File: config.mk
export PLATFORM = sky130hd
export DESIGN_NAME = c_matrix_readback_streamer
export DESIGN_NICKNAME = d
export VERILOG_FILES = /design/src/rtl/c_matrix_readback_streamer.sv
export SDC_FILE = /design/constraint.sdc
export NUM_CORES = 1
export LEC_CHECK = 0
export BUFFER_PORTS_ARGS = -buffer_cell sky130_fd_sc_hd__buf_2
export CAP_MARGIN = 10
export CORE_MARGIN = 4
export CORE_UTILIZATION = 30
export CTS_BUF_LIST = sky130_fd_sc_hd__clkbuf_16
export DETAILED_ROUTE_END_ITERATION = 10
export GPL_ROUTABILITY_DRIVEN = 0
export PLACE_DENSITY = 0.57
export SETUP_SLACK_MARGIN = 0.05
export SYNTH_ARGS = -nofsm -noshare
export SYNTH_HDL_FRONTEND = slang
export SYNTH_SLANG_ARGS = --single-unit
File: constraint.sdc
create_clock -name clk -period 34.1 [get_ports clk]
set_clock_uncertainty 0.1 [all_clocks]
set_input_delay 0 -clock clk [delete_from_list [all_inputs] [get_ports clk]]
set_output_delay 0 -clock clk [all_outputs]
set_load 0.01 [all_outputs]
File: src/rtl/c_matrix_readback_streamer.sv
// Drains the C matrix out of matrix_multiplication row by row and streams it on valid/ready.
// Reads are only issued against free FIFO credit, so a returning row always has a slot.
module c_matrix_readback_streamer #(
  parameter int unsigned DWIDTH          = 8,
  parameter int unsigned BB_MAT_MUL_SIZE = 16,
  parameter int unsigned AWIDTH          = 7,
  parameter int unsigned NUM_ROWS        = 32,
  parameter int unsigned READ_LATENCY    = 4,
  parameter int unsigned FIFO_DEPTH      = 8
) (
  input  logic                                clk,
  input  logic                                reset,
  input  logic                                start,
  output logic                                busy,
  output logic                                done,
  output logic                                enable_reading_from_mem,
  output logic [AWIDTH-1:0]                   addr_pi,
  output logic                                addr_valid_dbg,
  input  logic [BB_MAT_MUL_SIZE*DWIDTH-1:0]   data_from_out_mat,
  output logic                                m_valid,
  input  logic                                m_ready,
  output logic [BB_MAT_MUL_SIZE*DWIDTH-1:0]   m_data,
  output logic [AWIDTH-1:0]                   m_row_idx,
  output logic                                m_last
);

  localparam int unsigned W    = BB_MAT_MUL_SIZE * DWIDTH;
  localparam int unsigned PtrW = (FIFO_DEPTH > 1) ? $clog2(FIFO_DEPTH) : 1;
  localparam int unsigned CntW = $clog2(FIFO_DEPTH + 1);
  localparam int unsigned IfW  = $clog2(READ_LATENCY + 1);
  localparam int unsigned SumW = $clog2(FIFO_DEPTH + READ_LATENCY + 1) + 1;

  localparam logic [AWIDTH:0]   LastCnt = (AWIDTH + 1)'(NUM_ROWS - 1);
  localparam logic [AWIDTH-1:0] LastIdx = AWIDTH'(NUM_ROWS - 1);

  typedef enum logic [1:0] {StIdle, StIssue, StDrain, StDone} state_e;

  state_e                  state;
  // One bit wider than the address so NUM_ROWS == 2^AWIDTH terminates cleanly.
  logic [AWIDTH:0]         issue_cnt;
  logic [AWIDTH-1:0]       return_cnt;
  logic [AWIDTH-1:0]       last_addr;
  logic [READ_LATENCY-1:0] flight_sr;

  logic [W-1:0]            mem_data [FIFO_DEPTH];
  logic [AWIDTH-1:0]       mem_idx  [FIFO_DEPTH];
  logic [PtrW-1:0]         wr_ptr, rd_ptr;
  logic [CntW-1:0]         fifo_count;

  logic [IfW-1:0]          in_flight;
  logic                    issue, push, pop, fifo_full;

  always_comb begin
    in_flight = '0;
    for (int i = 0; i < READ_LATENCY; i++) begin
      in_flight = in_flight + IfW'(flight_sr[i]);
    end
  end

  // Credit: every outstanding read plus every buffered row owns one FIFO slot.
  assign issue = (state == StIssue) &&
                 ((SumW'(in_flight) + SumW'(fifo_count)) < SumW'(FIFO_DEPTH));
  assign push      = flight_sr[READ_LATENCY-1];
  assign m_valid   = (fifo_count != '0);
  assign pop       = m_valid && m_ready;
  assign fifo_full = (fifo_count == CntW'(FIFO_DEPTH));

  assign addr_valid_dbg          = issue;
  assign addr_pi                 = issue ? issue_cnt[AWIDTH-1:0] : last_addr;
  assign busy                    = (state == StIssue) || (state == StDrain);
  assign done                    = (state == StDone);
  assign enable_reading_from_mem = (state != StIdle);

  assign m_data    = m_valid ? mem_data[rd_ptr] : '0;
  assign m_row_idx = m_valid ? mem_idx[rd_ptr] : '0;
  assign m_last    = m_valid && (m_row_idx == LastIdx);

  always_ff @(posedge clk or posedge reset) begin
    if (reset) begin
      state      <= StIdle;
      issue_cnt  <= '0;
      return_cnt <= '0;
      last_addr  <= '0;
      flight_sr  <= '0;
      wr_ptr     <= '0;
      rd_ptr     <= '0;
      fifo_count <= '0;
    end else begin
      unique case (state)
        StIdle: begin
          if (start) begin
            state      <= StIssue;
            issue_cnt  <= '0;
            return_cnt <= '0;
          end
        end
        StIssue: begin
          if (issue && (issue_cnt == LastCnt)) state <= StDrain;
        end
        StDrain: begin
          if (pop && m_last) state <= StDone;
        end
        StDone: state <= StIdle;
        default: state <= StIdle;
      endcase

      if (issue) begin
        issue_cnt <= issue_cnt + (AWIDTH + 1)'(1);
        last_addr <= issue_cnt[AWIDTH-1:0];
      end

      flight_sr <= {flight_sr[READ_LATENCY-2:0], issue};

      if (push) begin
        wr_ptr     <= (wr_ptr == PtrW'(FIFO_DEPTH - 1)) ? '0 : wr_ptr + PtrW'(1);
        return_cnt <= return_cnt + AWIDTH'(1);
      end
      if (pop) begin
        rd_ptr <= (rd_ptr == PtrW'(FIFO_DEPTH - 1)) ? '0 : rd_ptr + PtrW'(1);
      end

      case ({push, pop})
        2'b10:   fifo_count <= fifo_count + CntW'(1);
        2'b01:   fifo_count <= fifo_count - CntW'(1);
        default: fifo_count <= fifo_count;
      endcase
    end
  end

  // Row storage carries no reset; visibility is gated by fifo_count.
  always_ff @(posedge clk) begin
    if (push) begin
      mem_data[wr_ptr] <= data_from_out_mat;
      mem_idx[wr_ptr]  <= return_cnt;
    end
  end

  assert property (@(posedge clk) disable iff (reset) !(push && fifo_full && !pop));

endmodule

# Yosys cells after proc, flatten, opt, wreduce, memory -nomap -nowiden
# Memories as Yosys holds them, arrays and structs flattened.
# Index checks and enable logic that the tools add are counted.
[op_classes]
addsub = 10
n_lt_le_gt_ge = 1
eq_ne = 12
mux = 18
n_reduce_logical = 17
[ops]
columns = ["op", "n"]
rows = [
  ["$mux W128", 1],
  ["$mux W7", 5],
  ["$mux W8", 3],
  ["$reduce_bool A2 Y1", 6],
  ["$add A8 B1 Y8 const B", 1],
  ["$eq A8 B5 Y1 const B", 1],
  ["$pmux W2 S4", 1],
  ["$pmux W4 S2", 1],
  ["$add A7 B1 Y7 const B", 1],
  ["$eq A7 B5 Y1 const B", 1],
  ["$add A3 B1 Y3 const B", 2],
  ["$eq A2 B2 Y1 const B", 3],
  ["$eq A3 B3 Y1 const B", 2],
  ["$mux W2", 3],
  ["$mux W3", 2],
  ["$add A3 B4 Y5", 1],
  ["$logic_and A1 B1 Y1", 5],
  ["$lt A5 B4 Y1 const B", 1],
  ["$add A4 B1 Y4 const B", 1],
  ["$eq A2 B1 Y1 const B", 2],
  ["$ne A2 B1 Y1 const B", 2],
  ["$reduce_and A2 Y1", 2],
  ["$reduce_bool A4 Y1", 1],
  ["$sub A4 B1 Y4 const B", 1],
  ["other kinds (8)", 9],
]
[word_totals]
regBits = 38
mem_bits_rw = 1080
input_bits = 132
out_inout_bits = 148
elab_cells = 68
mem_count = 2
[memory_table]
columns = ["memory", "words", "word_bits", "rd", "rd_clocked_by_memory_dff", "write_ports", "line_no", "text"]
rows = [
  ["mem_data", 8, 128, 1, 0, 1, "45", "logic [W-1:0] mem_data [FIFO_DEPTH];"],
  ["mem_idx", 8, 7, 1, 0, 1, "46", "logic [AWIDTH-1:0] mem_idx [FIFO_DEPTH];"],
]

# Longest topological paths before layout
[logic_depth]
ltp_word = 9
ltp_mapped = 11

# Least setup slack after synthesis
# No wires, ideal clock.
[synth_timing]
kind = "register to register"
startpoint = "reg flight_sr[3]"
endpoint = "mem mem_data[1][0] in the netlist's numbering (enable)"
setup_time_ps = 794
t_arrival_ps = 9989
t_required_ps = 33206
path_slack_ps = 23217
stages_incl_launch_ff = 4
period_less_slack_ps = 10883
path_cell_list = "dfrtp_1 > clkbuf_1 > nand2_1 > nor3_1"
[synth_via]
elab_chain_cells = 2
[synth_rtl]
columns = ["item", "line_no", "text"]
rows = [
  ["from (decl)", "43", "logic [READ_LATENCY-1:0] flight_sr;"],
  ["from (signal assigned)", "112", "flight_sr <= {flight_sr[READ_LATENCY-2:0], issue};"],
  ["$mux W1", "132", "if (push) begin"],
  ["$mux W1 (not written as such)", "133", "mem_data[wr_ptr] <= data_from_out_mat;"],
  ["to (decl)", "45", ""],
]
# Every way passes these cells.

# Final worst setup path
[layout_timing]
startpoint = "reg rd_ptr[0]"
endpoint = "out m_data[62]"
[layout_via]
elab_chain_cells = 2
[layout_rtl]
columns = ["item", "line_no", "text"]
rows = [
  ["from (decl)", "47", "logic [PtrW-1:0] wr_ptr, rd_ptr;"],
  ["from (signal assigned)", "119", "rd_ptr <= (rd_ptr == PtrW'(FIFO_DEPTH - 1)) ? '0 : rd_ptr + PtrW'(1);"],
  ["$mem_v2 Z8 W128", "-", ""],
  ["$mux W128", "74", "assign m_data = m_valid ? mem_data[rd_ptr] : '0;"],
  ["to (decl)", "22", "output logic [BB_MAT_MUL_SIZE*DWIDTH-1:0] m_data,"],
]
# Every way passes these cells.

==> impl_metrics.env <==
export IMPL_status="completed"
export IMPL_required_ps=34000
export IMPL_area_growth_pct=24.5
export IMPL_drt_iter0_markers=1390
export IMPL_path_class="reg -> out"
export IMPL_ys_warn_count=0
export IMPL_period_minus_slack_ps=4500
export IMPL_powerDensity_nw_per_um2=80.9
export IMPL_clock_path_buffers=3
export IMPL_cts_setup_buffers=0
export IMPL_slew_headroom_pct=26.9
export IMPL_slew_violations=0
export IMPL_drive_above_1_share_pct=29.7
export IMPL_leakagePower_uw=0.0177
export IMPL_die_area_sq_um=149000
export IMPL_rsz0062_at_grt="no"
export IMPL_synth_edf_count=1080
export IMPL_grt_max_degree=137
export IMPL_tightestPinTransition_ps=1090
export IMPL_syn_area_sq_um=42800
export IMPL_cp_start_kind="flip-flop"
export IMPL_switching_share_pct=30.4
export IMPL_grt_pass1_vias=22500
export IMPL_worstPathBufferInverterCount=4
export IMPL_p_switching_uw=1310
export IMPL_syn_nets=2070
export IMPL_synth_top_cell_area_share_pct=75.8
export IMPL_portBuffers=279
export IMPL_dr_pass1_iters=5
export IMPL_p_seq_share_pct=39.7
export IMPL_critPathTopFamily="buffers and inverters"
export IMPL_hpwl_mm=53.2
export IMPL_setup_viol=0
export IMPL_max_freq_ghz=0.222
export IMPL_maxCapViolCount=0
export IMPL_clockRootBuffer="clkbuf_16"
export IMPL_cp_max_fo=49
export IMPL_post_route_util_pct=37.6
export IMPL_combPwrFrac_pct=29.3
export IMPL_antenna_found_initial=11
export IMPL_critPathMaxStageDelay_ps=830
export IMPL_cts_inserted_buffers=121
export IMPL_cts_tree="built"
export IMPL_synthTopCellsByArea="edfxtp_1, mux4_2, mux2i_1"
export IMPL_synth_flop_cell="edfxtp_1"
export IMPL_synthesis_area_per_instance_sq_um=22.3
export IMPL_synth_async_reset_ratio_pct=3.40
export IMPL_ioPinCount=280
export IMPL_setup_tns_ps=0
export IMPL_postRouteAntennaNets=0
export IMPL_slowest_stage="buf_4"
export IMPL_ys_types=45
export IMPL_final_cell_mix="edfxtp_1, buf_2, mux4_2, dlygate4sd3_1, nor2_1"
export IMPL_arrival_ps=4400
export IMPL_hold_slack_ps=65.0
export IMPL_syn_inst=1921
export IMPL_crit_top_cell="buf_4"
export IMPL_critPathCaptureType="output pin"
export IMPL_power_share_clock_pct=31.0
export IMPL_synth_seq_cells=1118
export IMPL_grt_pass1_wl_mm=148
export IMPL_cellInternalPower_uw=3000
export IMPL_gr_usage_all_layers_pct=13.4
export IMPL_hold_path_class="in -> reg"
export IMPL_nets=2669
export IMPL_cts_sinks=1118
export IMPL_clkLatencyLatePin_ps=720
export IMPL_drc_errors=0
export IMPL_ys_seq_area_share_pct=78.0
export IMPL_vias_per_cell=4.64
export IMPL_wl_per_cell_um=22.1
export IMPL_grt_ovfl_total=0
export IMPL_die_x_um=386
export IMPL_period_share_pct=13.2
export IMPL_routed_wl_mm=100
export IMPL_layout_commonest_cell="edfxtp_1"
export IMPL_peakVddDrop_mv=0.0560
export IMPL_htree_levels=3
export IMPL_vias=21000
export IMPL_clkSlewWorstSetupHoldPaths_ps=60
export IMPL_path_cells="buf_16 > buf_4 > buf_4 > mux4_2 > mux2i_1 > nor2_1 > buf_2"
export IMPL_core_area_sq_um=142000
export IMPL_synth_top_area_cell="edfxtp_1"
export IMPL_die_h_um=386
export IMPL_num_rows=138
export IMPL_final_hold_viol_count=0
export IMPL_start_util_pct=30.2
[cell type report]
cell class	instances	area, sq um
Fill cell	13000	88400
Clock buffer	124	3100
Sequential cell	1118	33400
Inverter	15	56.3
Multi-Input combinational cell	695	8980
Clock inverter	107	1030
Timing Repair Buffer	569	4280
Tap cell	1890	2360
Antenna cell	9	22.5
[metal layers]
metal | GRT usage (%) | vias to the layer above | part of all wire (%)
li1 | - | 9203 | -
met1 | 17.8 | 11100 | 43
met2 | 22.3 | 505 | 49
met3 | 2.90 | 134 | 5.9
met4 | 3.43 | 12 | 1.7
met5 | 0 | - | 0.081
[cell families (layout without fill, tap and decap cells)]
| logic type | after synthesis | after routing | share of synthesized area [%] |
|---|---|---|---|
| other | 0 | 9 | 0 |
| buffers and inverters | 108 | 815 | 1.08 |
| AO/OA/AOI/OAI | 43 | 43 | 0.664 |
| multiplexers | 407 | 407 | 17.4 |
| AND/OR/NAND/NOR | 221 | 221 | 2.14 |
| XOR/XNOR | 7 | 7 | 0.143 |
| flip-flops | 1118 | 1118 | 78.0 |
| adder cells (fa/ha/maj) | 17 | 17 | 0.532 |
[synth_stat cells, drive strengths merged (2+ instances only)]
cell	instances
nor2b	5
clkbuf	38
mux2i	136
o221ai	3
o31ai	3
xor2	3
a21oi	2
edfxtp	1080
nand2b	3
a22o	3
o211ai	3
nor2	145
nand3	7
dfrtp	38
inv	14
fa	2
nor3	5
ha	15
and4	3
nand2	47
a21o	2
mux4	269
xnor2	4
nand4	2
o21ai	19
mux2	2
buf	55
[through the flow]
step	setup slack (ps)	total power (uW)	cell area, sq um	cells
2_1_floorplan	23220	2560	42800	1921
3_3_place_gp	29940	2990	46500	4033
3_5_place_dp	29910	3010	46500	4033
4_1_cts	29080	4390	53200	4517
5_1_grt	29080	4530	53200	4519
6_report	29600	4310	53200	4527
[power by group through the flow]
| stage | logic (uW) | clock network (uW) | registers [uW] |
|---|---|---|---|
| 5_1_grt | 1370 | 1440 | 1720 |
| 6_report | 1260 | 1330 | 1710 |
| 2_1_floorplan | 833 | 0 | 1730 |
| 3_3_place_gp | 1240 | 0 | 1740 |
| 4_1_cts | 1280 | 1380 | 1730 |
| 3_5_place_dp | 1260 | 0 | 1750 |
[worst paths after layout]
path	from	end	slack, ps	depth (start not counted)
setup / recovery	rd_ptr[0]	m_data[62]	29600	7
hold / removal	data_from_out_mat[121]	mem_data[6][121]	70	2
setup reg to reg	rd_ptr[1]	rd_ptr[0]	30580	6
hold reg to reg	flight_sr[1]	flight_sr[2]	310	0
max in group asynchronous	reset	rd_ptr[1]	33080	5
min in group asynchronous	reset	last_addr[0]	400	5
[registers in the layout (all words and copies together), names as in the netlist]
register and cells:
mem_idx 56, wr_ptr 3, fifo_count 4, rd_ptr 3, last_addr 7, flight_sr 4
issue_cnt 8, return_cnt 7, mem_data 1024, state 2
[repair_timing]
item | CTS | global route
hold buffers | 253 | 0
endpoints found under the hold margin | 1082 | 0
gates resized for setup | 0 | 0
No activity file was read; power rests on OpenSTA's default activity.
